<file path="src/rtl/mem_arbiter_if.sv">
// Bus bundle for mem_arbiter: IF/MEM requester handshakes, stall flags and the byte-wide RAM port.
interface mem_arbiter_if #(parameter int ADDR_W = 32);
  logic              if_req;
  logic [ADDR_W-1:0] if_addr;
  logic [31:0]       if_data;
  logic              if_done;
  logic              mem_req;
  logic              mem_we;
  logic [ADDR_W-1:0] mem_addr;
  logic [1:0]        mem_width;
  logic              mem_sext;
  logic [31:0]       mem_wdata;
  logic [31:0]       mem_rdata;
  logic              mem_done;
  logic              stall_if;
  logic              stall_mem;
  logic [ADDR_W-1:0] ram_addr;
  logic              ram_wr;
  logic [7:0]        ram_dout;
  logic [7:0]        ram_din;

  // Requesters and RAM model side.
  modport master (
    output if_req, if_addr, mem_req, mem_we, mem_addr, mem_width, mem_sext, mem_wdata, ram_din,
    input  if_data, if_done, mem_rdata, mem_done, stall_if, stall_mem, ram_addr, ram_wr, ram_dout
  );

  // Arbiter side.
  modport slave (
    input  if_req, if_addr, mem_req, mem_we, mem_addr, mem_width, mem_sext, mem_wdata, ram_din,
    output if_data, if_done, mem_rdata, mem_done, stall_if, stall_mem, ram_addr, ram_wr, ram_dout
  );
endinterface

</file>
<file path="src/rtl/mem_arbiter.sv">
// Byte-serial arbiter sharing one synchronous RAM port between IF fetches and MEM loads/stores.
// Optional one-entry fetch buffer enabled by defining FETCH_BUF_EN.
module mem_arbiter #(
  parameter int ADDR_W  = 32,
  parameter int RAM_LAT = 1
) (
  input  logic          clk,
  input  logic          reset_n,
  mem_arbiter_if.slave  bus
);

  typedef enum logic [2:0] {IDLE, RD_IF, RD_MEM, WR_MEM, DONE} state_t;

  state_t      state, state_nxt;
  logic [2:0]  cnt;
  logic [3:0]  cnt_inc;
  logic [3:0]  nbytes;
  logic [31:0] asm_q, asm_nxt, ld_ext;
  logic [1:0]  cap_idx;
  logic [7:0]  wbyte;
  logic        gnt_mem;
  logic        rd, rd_issue, rd_cap, rd_last, wr_more;
  logic        fb_hit;
  logic [31:0] fb_data;

  assign bus.stall_if  = bus.if_req  && !bus.if_done;
  assign bus.stall_mem = bus.mem_req && !bus.mem_done;

  // Byte count of the access in flight; IF is always a full word.
  always_comb begin
    nbytes = 4'd4;
    if (gnt_mem) begin
      case (bus.mem_width)
        2'b00:   nbytes = 4'd1;
        2'b01:   nbytes = 4'd2;
        default: nbytes = 4'd4;
      endcase
    end
  end

`ifdef FETCH_BUF_EN
  logic              fb_vld;
  logic [ADDR_W-1:0] fb_addr;
  logic [31:0]       fb_q;

  assign fb_hit  = fb_vld && (bus.if_addr == fb_addr);
  assign fb_data = fb_q;

  always_ff @(posedge clk or negedge reset_n) begin
    if (!reset_n) begin
      fb_vld  <= 1'b0;
      fb_addr <= '0;
      fb_q    <= '0;
    end else if (state == IDLE && bus.mem_req && bus.mem_we) begin
      fb_vld <= 1'b0;
    end else if (state == RD_IF && rd_last) begin
      fb_vld  <= 1'b1;
      fb_addr <= bus.if_addr;
      fb_q    <= asm_nxt;
    end
  end
`else
  assign fb_hit  = 1'b0;
  assign fb_data = '0;
`endif

  always_ff @(posedge clk or negedge reset_n) begin
    if (!reset_n) state <= IDLE;
    else          state <= state_nxt;
  end

  always_comb begin
    state_nxt = state;
    case (state)
      IDLE: begin
        if (bus.mem_req)     state_nxt = bus.mem_we ? WR_MEM : RD_MEM;
        else if (bus.if_req) state_nxt = fb_hit ? DONE : RD_IF;
      end
      RD_IF, RD_MEM: if (rd_last) state_nxt = DONE;
      WR_MEM:        if (!wr_more) state_nxt = DONE;
      DONE:          state_nxt = IDLE;
      default:       state_nxt = IDLE;
    endcase
  end

  // cnt = cycles spent in the access state; reads capture RAM_LAT cycles behind the address.
  always_comb begin
    cnt_inc  = {1'b0, cnt} + 4'd1;
    rd       = (state == RD_IF) || (state == RD_MEM);
    rd_issue = rd && (cnt_inc < nbytes);
    rd_cap   = rd && (cnt >= 3'(RAM_LAT));
    rd_last  = rd && ({1'b0, cnt} == nbytes);
    wr_more  = (state == WR_MEM) && (cnt_inc < nbytes);
    cap_idx  = cnt[1:0] - 2'd1;
    wbyte    = bus.mem_wdata[8*cnt_inc[1:0] +: 8];
    asm_nxt  = asm_q;
    asm_nxt[8*cap_idx +: 8] = bus.ram_din;
    case (bus.mem_width)
      2'b00:   ld_ext = {{24{bus.mem_sext & asm_nxt[7]}},  asm_nxt[7:0]};
      2'b01:   ld_ext = {{16{bus.mem_sext & asm_nxt[15]}}, asm_nxt[15:0]};
      default: ld_ext = asm_nxt;
    endcase
  end

  always_ff @(posedge clk or negedge reset_n) begin
    if (!reset_n) begin
      cnt           <= '0;
      asm_q         <= '0;
      gnt_mem       <= 1'b0;
      bus.ram_addr  <= '0;
      bus.ram_wr    <= 1'b0;
      bus.ram_dout  <= '0;
      bus.if_data   <= '0;
      bus.if_done   <= 1'b0;
      bus.mem_rdata <= '0;
      bus.mem_done  <= 1'b0;
    end else begin
      bus.if_done  <= 1'b0;
      bus.mem_done <= 1'b0;
      bus.ram_wr   <= 1'b0;
      case (state)
        IDLE: begin
          cnt <= '0;
          if (bus.mem_req) begin
            gnt_mem      <= 1'b1;
            bus.ram_addr <= bus.mem_addr;
            if (bus.mem_we) begin
              bus.ram_wr   <= 1'b1;
              bus.ram_dout <= bus.mem_wdata[7:0];
            end
          end else if (bus.if_req) begin
            gnt_mem <= 1'b0;
            if (fb_hit) begin
              bus.if_data <= fb_data;
              bus.if_done <= 1'b1;
            end else begin
              bus.ram_addr <= bus.if_addr;
            end
          end
        end
        RD_IF, RD_MEM: begin
          cnt <= cnt + 3'd1;
          if (rd_issue) bus.ram_addr <= bus.ram_addr + ADDR_W'(1);
          if (rd_cap)   asm_q <= asm_nxt;
          if (rd_last) begin
            if (state == RD_IF) begin
              bus.if_data <= asm_nxt;
              bus.if_done <= 1'b1;
            end else begin
              bus.mem_rdata <= ld_ext;
              bus.mem_done  <= 1'b1;
            end
          end
        end
        WR_MEM: begin
          cnt <= cnt + 3'd1;
          if (wr_more) begin
            bus.ram_addr <= bus.ram_addr + ADDR_W'(1);
            bus.ram_wr   <= 1'b1;
            bus.ram_dout <= wbyte;
          end else begin
            bus.mem_done <= 1'b1;
          end
        end
        default: ;
      endcase
    end
  end

endmodule

</file>
<file path="src/flat_wrapper.sv">
// flat-port wrapper written by rule: the top's interface ports become plain ports
module mem_arbiter_flat 
#(
  parameter int ADDR_W  = 32,
  parameter int RAM_LAT = 1
)
  (clk, reset_n, bus_if_req, bus_if_addr, bus_mem_req, bus_mem_we, bus_mem_addr, bus_mem_width, bus_mem_sext, bus_mem_wdata, bus_ram_din, bus_if_data, bus_if_done, bus_mem_rdata, bus_mem_done, bus_stall_if, bus_stall_mem, bus_ram_addr, bus_ram_wr, bus_ram_dout);
  mem_arbiter_if #(.ADDR_W(ADDR_W)) bus_i ();
  input  logic clk;
  input  logic reset_n;
  input wire logic [$bits(bus_i.if_req)-1:0] bus_if_req;
  input wire logic [$bits(bus_i.if_addr)-1:0] bus_if_addr;
  input wire logic [$bits(bus_i.mem_req)-1:0] bus_mem_req;
  input wire logic [$bits(bus_i.mem_we)-1:0] bus_mem_we;
  input wire logic [$bits(bus_i.mem_addr)-1:0] bus_mem_addr;
  input wire logic [$bits(bus_i.mem_width)-1:0] bus_mem_width;
  input wire logic [$bits(bus_i.mem_sext)-1:0] bus_mem_sext;
  input wire logic [$bits(bus_i.mem_wdata)-1:0] bus_mem_wdata;
  input wire logic [$bits(bus_i.ram_din)-1:0] bus_ram_din;
  output wire logic [$bits(bus_i.if_data)-1:0] bus_if_data;
  output wire logic [$bits(bus_i.if_done)-1:0] bus_if_done;
  output wire logic [$bits(bus_i.mem_rdata)-1:0] bus_mem_rdata;
  output wire logic [$bits(bus_i.mem_done)-1:0] bus_mem_done;
  output wire logic [$bits(bus_i.stall_if)-1:0] bus_stall_if;
  output wire logic [$bits(bus_i.stall_mem)-1:0] bus_stall_mem;
  output wire logic [$bits(bus_i.ram_addr)-1:0] bus_ram_addr;
  output wire logic [$bits(bus_i.ram_wr)-1:0] bus_ram_wr;
  output wire logic [$bits(bus_i.ram_dout)-1:0] bus_ram_dout;
  assign bus_i.if_req = bus_if_req;
  assign bus_i.if_addr = bus_if_addr;
  assign bus_i.mem_req = bus_mem_req;
  assign bus_i.mem_we = bus_mem_we;
  assign bus_i.mem_addr = bus_mem_addr;
  assign bus_i.mem_width = bus_mem_width;
  assign bus_i.mem_sext = bus_mem_sext;
  assign bus_i.mem_wdata = bus_mem_wdata;
  assign bus_i.ram_din = bus_ram_din;
  assign bus_if_data = bus_i.if_data;
  assign bus_if_done = bus_i.if_done;
  assign bus_mem_rdata = bus_i.mem_rdata;
  assign bus_mem_done = bus_i.mem_done;
  assign bus_stall_if = bus_i.stall_if;
  assign bus_stall_mem = bus_i.stall_mem;
  assign bus_ram_addr = bus_i.ram_addr;
  assign bus_ram_wr = bus_i.ram_wr;
  assign bus_ram_dout = bus_i.ram_dout;
  mem_arbiter #(.ADDR_W(ADDR_W), .RAM_LAT(RAM_LAT)) u_core (.clk(clk), .reset_n(reset_n), .bus(bus_i));
endmodule
</file>
<file path="config.mk">
export PLATFORM = sky130hd
export DESIGN_NAME = mem_arbiter_flat
export DESIGN_NICKNAME = d
export VERILOG_FILES = /design/src/rtl/mem_arbiter_if.sv /design/src/rtl/mem_arbiter.sv /design/src/flat_wrapper.sv
export SDC_FILE = /design/constraint.sdc
export NUM_CORES = 1
export LEC_CHECK = 0
export BUFFER_PORTS_ARGS = -buffer_cell sky130_fd_sc_hd__buf_2
export CAP_MARGIN = 10
export CORE_UTILIZATION = 24
export DETAILED_ROUTE_END_ITERATION = 12
export GPL_TIMING_DRIVEN = 0
export SLEW_MARGIN = 10
export SYNTH_ARGS = -nofsm -noshare
export SYNTH_HDL_FRONTEND = slang
export SYNTH_SLANG_ARGS = --single-unit
</file>
<file path="constraint.sdc">
create_clock -name clk -period 3.3 [get_ports clk]
set_input_delay 0.165 -clock clk [delete_from_list [all_inputs] [get_ports clk]]
set_output_delay 0.165 -clock clk [all_outputs]
set_load 0.01 [all_outputs]
</file>
==> impl_metrics.tcl <==
set metrics [dict create \
    htree_levels 4 \
    start_kind "flip-flop" \
    nNetsFinal 1210 \
    yosysWarnings 0 \
    root_buffer "clkbuf_16" \
    required_ns 3.60 \
    syn_avg_cell_area_um2 9.29 \
    clkSlewWorstSetupHoldPaths_ns 0.07 \
    setup_tns_ns 0 \
    coreArea_um2 32000 \
    cp.arrival_ns 3.44 \
    synth_area_leader_cell "dfrtp_1" \
    synth_nets 969 \
    dieArea_um2 33600 \
    cts_tree "built" \
    rr_endpoint "u_core.bus.ram_dout[1]" \
    status "finished clean" \
    numCtsBuffers 17 \
    synth_most_common_cell "dfrtp_1" \
    vias 7590 \
    ant_nets 0 \
    gp_congestion 0.876 \
    hold_ws_ns 0.0598 \
    drc 0 \
    synthCells 848 \
    grt_use_total 0.172 \
    crit_type "reg2reg" \
    fin_crit_sh 0.949 \
    leakage_nw 4.53 \
    die_y_um 183 \
    insertion_delay_ns 0.43 \
    grt_max_degree 92 \
    powerDensity_nw_per_um2 1150 \
    ys_ff_latch 146 \
    dp.final_hpwl_um 21300 \
    n_antenna_cell 0 \
    cp-endpoint "u_core.bus.ram_dout[1]" \
    area_growth_pct 29.7 \
    place_area_um2 9560 \
    final_hold_viol_count 0 \
    max_freq_ghz 0.319 \
    startpoint "u_core.cnt[0]" \
    holdCritPathClass "in2reg" \
    dieWidth_um 183 \
    fp-row-count 65 \
    vdd_ir_drop_max_uv 491 \
    worst_r2r_path_depth 10 \
    clk_path_buf_depth 2 \
    grt_pass1_vias 7389 \
    hold_path_depth 3 \
    setup_viol 0 \
    worst_pin_slew_ns 0.862 \
    cp_max_fo 10 \
    port_buffers 219 \
    synth_area_leaders "dfrtp_1 (46%), a21oi_1 (5.1%), nor2b_1 (4.3%)" \
    hold_path.startpoint "bus_mem_addr[0]" \
    antenna_found_initial 4 \
    ys_top_cells_by_count "dfrtp_1 (146), nor2_1 (89), a21oi_1 (80), nand2_1 (69), nor2b_1 (54)" \
    ios 221 \
    r2r-start "u_core.cnt[0]" \
    grt_overflow 0 \
    power.total_mw 11.7 \
    initial_core_util 0.247 \
    relSlewSlack 0.425 \
    synth_flop_cell "dfrtp_1" \
    vias_per_cell 4.94 \
    grt_pass1_wl_um 44000 \
    drive_gt1_frac 0.303 \
    synth_top_area_share 0.464 \
    drv_cap 0 \
    routed_wl_um 28700 \
    synthDistinctLibCells 63 \
    wl_per_cell_um 18.7 \
    synth_area_um2 7880 \
    dpl.cell_count 1503 \
    synth-edff-count 0 \
    clock-sinks 146 \
    clock_skew_ns 0.0129 \
    instances_no_fill 1537 \
    async_flop_share 1.00 \
    dr.pass1.iters 8 \
    post-route-cell-area_um2 10200 \
    period_minus_slack_ns 3.13 \
    seq_area_frac_synth 0.464 \
    first_iter_violations 573 \
    end_kind "flip-flop" \
    drv_slew 0 \
    reg2reg_slack_ns 0.17 \
]
[state kept, by name (all words and copies together), names as in the netlist]
register              count
u_core.bus.if_data       32
u_core.asm_q             32
u_core.state              3
u_core.bus.if_done        1
u_core.bus.ram_dout       8
u_core.bus.ram_addr      32
u_core.bus.mem_rdata     32
u_core.bus.ram_wr         1
u_core.cnt                3
u_core.gnt_mem            1
u_core.bus.mem_done       1
[routing by layer]
layer	vias to the layer above	wire length, um	share of wire	GRT usage
li1	3566	-	-	-
met1	3629	12100	0.42	0.217
met2	347	13900	0.48	0.291
met3	40	2240	0.078	0.0492
met4	8	426	0.015	0.0380
met5	-	42	0.0015	0
[where the power goes]
part | internal (mW) | total (mW) | switching (mW)
logic | 2.38 | 6.44 | 4.06
clock network | 1.09 | 1.94 | 0.844
registers | 2.69 | 3.36 | 0.668
total | 6.16 | 11.7 | 5.57
[what timing repair did]
item / CTS / global route
buffers inserted: 1 / 0
hold buffers: 1 / 0
pin swaps: 1 / 0
endpoints found under the setup margin: 94 / 52
resized for setup: 15 / 8
hold endpoints to repair: 55 / 0
[logic make-up (layout without fill, tap and decap cells)]
family | count (synthesis) | after routing | share of synthesized area
compound gates | 262 | 262 | 0.216
xor+xnor | 2 | 2 | 0.00222
fa+ha+maj | 9 | 9 | 0.0143
buf+inv | 71 | 325 | 0.0430
flops | 146 | 146 | 0.464
mux | 44 | 44 | 0.0597
simple gates | 314 | 314 | 0.201
[how the worst min path moves through the flow]
| stage | slack, ns | to |
|---|---|---|
| 2_1_floorplan | -0.13 | u_core.asm_q[0] |
| 3_3_place_gp | 0.46 | u_core.bus.if_data[26] |
| 3_5_place_dp | 0.12 | u_core.bus.ram_dout[3] |
| 4_1_cts | 0.04 | u_core.bus.ram_addr[0] |
| 5_1_grt | 0.08 | u_core.bus.ram_addr[0] |
| 6_report | 0.06 | u_core.bus.ram_addr[0] |
[per-stage QoR]
| step | utilization | worst slack (ns) |
|---|---|---|
| after global routing | 0.320 | -0.00361 |
| after detailed placement | 0.299 | -1.12 |
| after global placement | 0.298 | -1.01 |
| final | 0.320 | 0.167 |
| after CTS | 0.319 | 0.0283 |
| after floorplan | - | 0.175 |
[area by class of cell]
| cell class | count | area [um^2] |
|---|---|---|
| repair buffers | 223 | 1170 |
| flip-flops and latches | 146 | 3650 |
| clock buffers | 23 | 468 |
| well taps | 435 | 544 |
| plain buffers | 61 | 317 |
| clock inverters | 9 | 98.8 |
| inverters | 9 | 33.8 |
| multi-input cells | 631 | 3940 |
| fillers | 3403 | 21700 |
[worst max-delay path, stage by stage, from the launching register on]
cell      delay, ns
dfrtp_2        0.43
buf_6          0.20
clkbuf_4       0.25
inv_1          0.08
ha_1           0.40
ha_1           0.32
nor2b_1        0.17
o21ai_1        0.29
nand2_2        0.23
o22a_4         0.34
mux2_2         0.29
[cell usage in the layout, fill, tap and decap left out, types with 12 or more instances in the layout]
cell type,instances
a211oi_1,13
a21oi_1,80
a22oi_1,12
a31oi_1,32
buf_2,233
clkbuf_1,39
clkbuf_16,17
dfrtp_1,145
mux2_2,24
mux2i_1,20
nand2_1,68
nand2b_1,18
nand3_1,30
nor2_1,88
nor2b_1,54
o21ai_0,24
o21ai_1,16
o21ai_2,17
(Power assumes the default switching activity.)
